**config.mk**
```make
export PLATFORM = sky130hd
export DESIGN_NAME = prefetch_queue_flat
export DESIGN_NICKNAME = d
export VERILOG_FILES = /design/src/rtl/prefetch_queue_if.sv /design/src/rtl/prefetch_queue.sv /design/src/flat_wrapper.sv
export SDC_FILE = /design/constraint.sdc
export NUM_CORES = 1
export LEC_CHECK = 0
export BUFFER_PORTS_ARGS = -buffer_cell sky130_fd_sc_hd__buf_2
export CORE_ASPECT_RATIO = 0.8
export CORE_MARGIN = 3
export CORE_UTILIZATION = 59
export DETAILED_ROUTE_END_ITERATION = 10
export GPL_ROUTABILITY_DRIVEN = 0
export PLACE_DENSITY = 0.92
export SKIP_CTS_REPAIR_TIMING = 1
export SLEW_MARGIN = 20
export SYNTH_ARGS = -nofsm -noshare
export SYNTH_HDL_FRONTEND = slang
export SYNTH_SLANG_ARGS = --single-unit
export TNS_END_PERCENT = 10
```
**constraint.sdc**
```tcl
create_clock -name i_sys_clk -period 6.3 [get_ports i_sys_clk]
set_clock_uncertainty 0.15 [all_clocks]
set_input_delay 1.26 -clock i_sys_clk [delete_from_list [all_inputs] [get_ports i_sys_clk]]
set_output_delay 1.26 -clock i_sys_clk [all_outputs]
set_load 0.05 [all_outputs]
```
**src/rtl/prefetch_queue_if.sv**
```systemverilog
// Prefetch queue bus bundle: memory read port, jump/flush input and the
// instruction-word consumer port. The master modport is the queue itself,
// the slave modport is the environment (memory, sequencer, consumer).
interface prefetch_queue_if;
  logic        flush;
  logic [22:0] pc;
  logic        progreq;
  logic [21:0] progaddr;
  logic        progack;
  logic [31:0] progdata;
  logic [15:0] instr;
  logic        instr_valid;
  logic        instr_take;
  logic [2:0]  qs_n;

  modport master (
    input  flush, pc, progack, progdata, instr_take,
    output progreq, progaddr, instr, instr_valid, qs_n
  );

  modport slave (
    output flush, pc, progack, progdata, instr_take,
    input  progreq, progaddr, instr, instr_valid, qs_n
  );
endinterface

```
**src/rtl/prefetch_queue.sv**
```systemverilog
// Instruction prefetch queue: fetches big-endian longwords from program
// memory and hands out 16-bit instruction words in FIFO order (up to 6).
// A flush restarts fetching at a new word address; an odd word address
// sets the skip flag so only the low half of the first longword is kept.
// Optional feature macro: PREFETCH_BYPASS_EN -- when defined, the first word
// of a longword arriving into an empty queue is presented combinationally.
module prefetch_queue #(
  parameter logic [22:0] RESET_PC = 23'h7F8004
) (
  input  logic           i_sys_clk,
  input  logic           i_reset,
  prefetch_queue_if.master io_bus
);

  typedef enum logic [1:0] {IDLE, REQ, DISCARD} state_t;

  state_t      r_state;
  state_t      w_nextState;
  logic        r_started;
  logic [2:0]  r_count;
  logic [2:0]  w_nextCount;
  logic [21:0] r_ptr;
  logic [21:0] r_addr;
  logic        r_skip;
  logic [15:0] r_q [6];
  logic [15:0] w_nextQ [6];

  logic        w_accept;
  logic        w_take;
  logic        w_valid;
  logic [15:0] w_instr;
  logic [15:0] w_word0;
  logic [15:0] w_word1;
  logic [1:0]  w_nwr;
  logic [3:0]  w_srcIdx;
  logic [3:0]  w_newIdx;

  // An ack only counts when we are really waiting for it and no jump overrides it.
  assign w_accept = io_bus.progack && (r_state == REQ) && !io_bus.flush;
  assign w_word0  = r_skip ? io_bus.progdata[15:0] : io_bus.progdata[31:16];
  assign w_word1  = io_bus.progdata[15:0];
  assign w_nwr    = w_accept ? (r_skip ? 2'd1 : 2'd2) : 2'd0;

`ifdef PREFETCH_BYPASS_EN
  assign w_valid = (r_count != 3'd0) || w_accept;
  assign w_instr = ((r_count == 3'd0) && w_accept) ? w_word0 : r_q[0];
`else
  assign w_valid = (r_count != 3'd0);
  assign w_instr = r_q[0];
`endif

  assign w_take = io_bus.instr_take && w_valid;

  assign io_bus.progreq     = (r_state != IDLE);
  assign io_bus.progaddr    = r_addr;
  assign io_bus.instr       = w_instr;
  assign io_bus.instr_valid = w_valid;
  assign io_bus.qs_n        = ~r_count;

  // Next fetch state: request whenever there is room for a full longword.
  always_comb begin
    w_nextState = r_state;
    case (r_state)
      IDLE:    if (r_started && !io_bus.flush && (r_count <= 3'd4)) w_nextState = REQ;
      REQ:     if (io_bus.progack) w_nextState = IDLE;
               else if (io_bus.flush) w_nextState = DISCARD;
      DISCARD: if (io_bus.progack) w_nextState = IDLE;
      default: w_nextState = IDLE;
    endcase
  end

  // State register; r_started holds off the first request one cycle after reset release.
  always_ff @(posedge i_sys_clk or posedge i_reset) begin
    if (i_reset) begin
      r_state   <= IDLE;
      r_started <= 1'b0;
    end else begin
      r_state   <= w_nextState;
      r_started <= 1'b1;
    end
  end

  // Word count after this cycle's writes and pop; a flush empties the queue.
  always_comb begin
    w_nextCount = r_count + {1'b0, w_nwr} - {2'b00, w_take};
    if (io_bus.flush) w_nextCount = 3'd0;
  end

  // Next queue image: surviving old words shifted down, then the new words.
  always_comb begin
    w_srcIdx = 4'd0;
    w_newIdx = 4'd0;
    for (int i = 0; i < 6; i++) begin
      w_srcIdx   = 4'(i) + {3'b000, w_take};
      w_newIdx   = w_srcIdx - {1'b0, r_count};
      w_nextQ[i] = r_q[i];
      if (w_srcIdx < {1'b0, r_count})
        w_nextQ[i] = r_q[w_srcIdx[2:0]];
      else if ((w_newIdx == 4'd0) && (w_nwr != 2'd0))
        w_nextQ[i] = w_word0;
      else if ((w_newIdx == 4'd1) && (w_nwr == 2'd2))
        w_nextQ[i] = w_word1;
    end
  end

  // Queue storage, fetch pointer, skip flag and the request address latched at issue.
  always_ff @(posedge i_sys_clk or posedge i_reset) begin
    if (i_reset) begin
      r_count <= 3'd0;
      r_ptr   <= RESET_PC[22:1];
      r_skip  <= RESET_PC[0];
      r_addr  <= RESET_PC[22:1];
      for (int i = 0; i < 6; i++) r_q[i] <= 16'h0000;
    end else begin
      r_count <= w_nextCount;
      for (int i = 0; i < 6; i++) r_q[i] <= w_nextQ[i];
      if (io_bus.flush) begin
        r_ptr  <= io_bus.pc[22:1];
        r_skip <= io_bus.pc[0];
      end else if (w_accept) begin
        r_ptr  <= r_ptr + 22'd1;
        r_skip <= 1'b0;
      end
      if ((r_state == IDLE) && (w_nextState == REQ)) r_addr <= r_ptr;
    end
  end

endmodule

```
**src/flat_wrapper.sv**
```systemverilog
// flat-port wrapper written by rule: the top's interface ports become plain ports
module prefetch_queue_flat 
#(
  parameter logic [22:0] RESET_PC = 23'h7F8004
)
  (i_sys_clk, i_reset, io_bus_flush, io_bus_pc, io_bus_progack, io_bus_progdata, io_bus_instr_take, io_bus_progreq, io_bus_progaddr, io_bus_instr, io_bus_instr_valid, io_bus_qs_n);
  prefetch_queue_if io_bus_i ();
  input  logic i_sys_clk;
  input  logic i_reset;
  input wire logic [$bits(io_bus_i.flush)-1:0] io_bus_flush;
  input wire logic [$bits(io_bus_i.pc)-1:0] io_bus_pc;
  input wire logic [$bits(io_bus_i.progack)-1:0] io_bus_progack;
  input wire logic [$bits(io_bus_i.progdata)-1:0] io_bus_progdata;
  input wire logic [$bits(io_bus_i.instr_take)-1:0] io_bus_instr_take;
  output wire logic [$bits(io_bus_i.progreq)-1:0] io_bus_progreq;
  output wire logic [$bits(io_bus_i.progaddr)-1:0] io_bus_progaddr;
  output wire logic [$bits(io_bus_i.instr)-1:0] io_bus_instr;
  output wire logic [$bits(io_bus_i.instr_valid)-1:0] io_bus_instr_valid;
  output wire logic [$bits(io_bus_i.qs_n)-1:0] io_bus_qs_n;
  assign io_bus_i.flush = io_bus_flush;
  assign io_bus_i.pc = io_bus_pc;
  assign io_bus_i.progack = io_bus_progack;
  assign io_bus_i.progdata = io_bus_progdata;
  assign io_bus_i.instr_take = io_bus_instr_take;
  assign io_bus_progreq = io_bus_i.progreq;
  assign io_bus_progaddr = io_bus_i.progaddr;
  assign io_bus_instr = io_bus_i.instr;
  assign io_bus_instr_valid = io_bus_i.instr_valid;
  assign io_bus_qs_n = io_bus_i.qs_n;
  prefetch_queue #(.RESET_PC(RESET_PC)) u_core (.i_sys_clk(i_sys_clk), .i_reset(i_reset), .io_bus(io_bus_i));
endmodule
```
==> results.yml <==
placement:
  dpl.hpwl_um: 15450
  portBuffers: 102
  dp_cells: 1067
timing:
  fin_hold_ws_ns: 0.3377
  tns_ns: 0
  timing.slew.headroom: 0.2623
  period_share: 0.7501
  fin_crit_ns: 4.726
  grt_setup_unrepaired: "no"
  finalSetupViolCount: 0
  fmax_ghz: 0.2116
  tightest_slew_ns: 1.105
  finalHoldViolCount: 0
  slew_violations: 0
grt:
  grt_usage: 0.2789
  busiest_layer: "met2"
  grt_use_met1: 0.4021
  grt_use_met2: 0.4081
  grt_pass1_vias: 6643
  grt_max_degree: 104
  met3_usage: 0.08142
  grt.overflow.total: 0
  antenna_found_initial: 0
  grt_pass1_wl_um: 35640
worst_setup_path:
  crit_buf_inv: 0
  crit_type: "flop to flop"
  critPathCaptureType: "flop"
  path_depth: 9
  critPathRequiredTime_ns: 6.41
  ff2ff_setup_slack_ns: 1.57
  path_max_fanout: 17
  path_delay_family: "simple AND/OR/NAND/NOR gates"
  worstRegToRegCells: 9
  crit_chain: "or3_1 > nand2_1 > ha_1 > o22ai_1 > ha_1 > a2111oi_2 > nand4b_1 > nand2_1 > o221ai_1"
  slowest_delay_ns: 0.71
  cp-start-kind: "flop"
  critPathSlowestCell: "nand4b_1"
  arrival_ns: 4.83
clock_network:
  cts.sinks: 147
  cts_buffer_depth: 2
  clock_latency_ns: 0.44
  htreeDepth: 4
  cts_tree: "built"
  root_buffer: "clkbuf_16"
  numCtsBuffers: 17
  clkTransAtPathRegs_ns: 0.06
power_and_ir_drop:
  p_per_area_mw_per_mm2: 460.3
  p_leak_nw: 4.419
  max-vdd-ir-drop_v: 0.0003441
  total_power_mw: 4.471
worst_hold_path:
  hp-class: "flop to flop"
  whs_path_depth: 1
logic_synthesis:
  synth_top_cells_by_area: "dfrtp_1 37%, mux2i_1 17%, dfstp_2 5.4%"
  yosys.area.top_type_share: 0.3715
  synth_edf_count: 0
  syn_nets: 926
  synth_top_cell_by_area: "dfrtp_1"
  async_reset_ff_frac: 1.000
  avgSynthCellArea_sq_um: 10.22
  synth.distinct_cells: 60
  synth_ff_type: "dfrtp_1"
  yosysSeqAreaShare: 0.4260
  syn-cell-area_sq_mm: 0.008688
  syn_inst: 850
  synth_seq_cells: 147
  ys_warn_count: 0
floorplan:
  rows: 39
  dieHeight_um: 114.5
  chipWidth_um: 141.7
  dieArea_sq_mm: 0.01623
  coreArea_sq_mm: 0.01435
  initial_core_util: 0.6056
  ioPinCount: 103
finish:
  fillCellCount: 1012
  finalNetCount: 978
  postLayoutCoreUtil: 0.6770
  diodes: 0
  syn_to_final_growth_pct: 11.78
  drive_above_1_share: 0.2470
  instances_no_fill: 1099
routing:
  route.detailed.drc: 0
  wl_um: 22530
  drt_iter0_drc: 1004
  drtPass1Iterations: 5
  vias: 7080
  wl_per_cell_um: 20.50
  ant_nets: 0
  via_per_inst: 6.442
status:
  outcome: "finished, final reports clean"
run:
  cap_violations: 0
==> layer usage <==
metal | vias up | routed length, um
li1 | 3143 | -
met1 | 3399 | 9550
met2 | 469 | 9846
met3 | 69 | 2559
met4 | 0 | 571
met5 | - | 0
==> report_power, final <==
part | leakage, nW | internal [mW] | switching [mW]
Clock | 0.317 | 0.724 | 0.408
Combinational | 2.25 | 0.604 | 1.17
Sequential | 1.86 | 1.31 | 0.254
==> final timing paths <==
check                                  start                          to
max reg2reg                u_core.r_count[1]                        flop
max                        u_core.r_count[1]                        flop
max in group asynchronous            i_reset   u_core.io_bus.progaddr[1]
min                           u_core.r_q[14]              u_core.r_q[14]
min in group asynchronous            i_reset  u_core.io_bus.progaddr[12]
min reg2reg                   u_core.r_q[14]              u_core.r_q[14]
==> cells in the final DEF, fill, tap and decap left out, types with 3 or more instances in the layout <==
cell       synthesis  routed
mux2i_1          145     145
dfrtp_1          129     129
buf_2             16     102
nand2_1           66      66
a21oi_1           53      53
nor2_1            50      50
o21ai_0           41      41
mux2_2            40      40
nand3_1           29      29
inv_1             29      28
o221ai_1          22      22
dfstp_2           18      18
xor2_1            17      17
clkbuf_16          0      17
o2bb2ai_1         16      16
nor2_2            15      15
ha_1              14      14
o211ai_1           9       9
nand4_1            9       9
a31oi_1            6       6
xnor2_1            6       6
buf_4             20       6
and3_1             5       5
bufinv_16          0       5
nor2b_1            4       4
nor3_1             4       4
nand2b_1           4       4
and4_1             3       3
and2_1             3       3
==> worst register-to-register path: stages, from the launching register on <==
cell and delay (ns):
dfrtp_1 0.57, or3_1 0.48, nand2_1 0.46, ha_1 0.40, o22ai_1 0.25, ha_1 0.29, a2111oi_2 0.33, nand4b_1 0.71
nand2_1 0.72, o221ai_1 0.21
==> synth_stat cells, drive strengths merged, types with 6 or more instances <==
library cell,number
mux2,40
xor2,17
dfrtp,129
nor2,65
ha,14
nand3,29
nand4,9
a31oi,6
nand2,68
dfstp,18
o221ai,22
xnor2,6
o2bb2ai,16
a21oi,53
buf,48
o21ai,41
o211ai,9
clkbuf,27
mux2i,145
inv,29
==> cell type report <==
| class | instances | area [sq um] | share of cell area |
|---|---|---|---|
| Clock buffer | 20 | 456.7 | 0.04702 |
| Clock inverter | 12 | 201.4 | 0.02074 |
| Inverter | 29 | 113.9 | 0.01172 |
| Multi-Input combinational cell | 599 | 4453 | 0.4585 |
| Sequential cell | 147 | 3701 | 0.3811 |
| Tap cell | 184 | 230.2 | 0.02371 |
| Timing Repair Buffer | 108 | 555.5 | 0.05720 |
==> cell families after synthesis <==
kind of cell / share of synthesized area
DFF: 0.4260
xor gates and xnor gates: 0.02319
adders and majority gates: 0.02477
muxes: 0.2189
other: 0.0004316
buffers and inverters: 0.06221
and+or+nand+nor: 0.1256
AOI/OAI and AO/OA: 0.1190
==> stage by stage <==
step	setup WS [ns]	cell area [sq um]
floorplan	0.9685	8688
global placement	1.542	9047
detailed placement	1.346	9047
CTS	1.690	9706
global route	1.318	9712
finish	1.574	9712
Note: power is estimated with default switching activity, not from simulation.
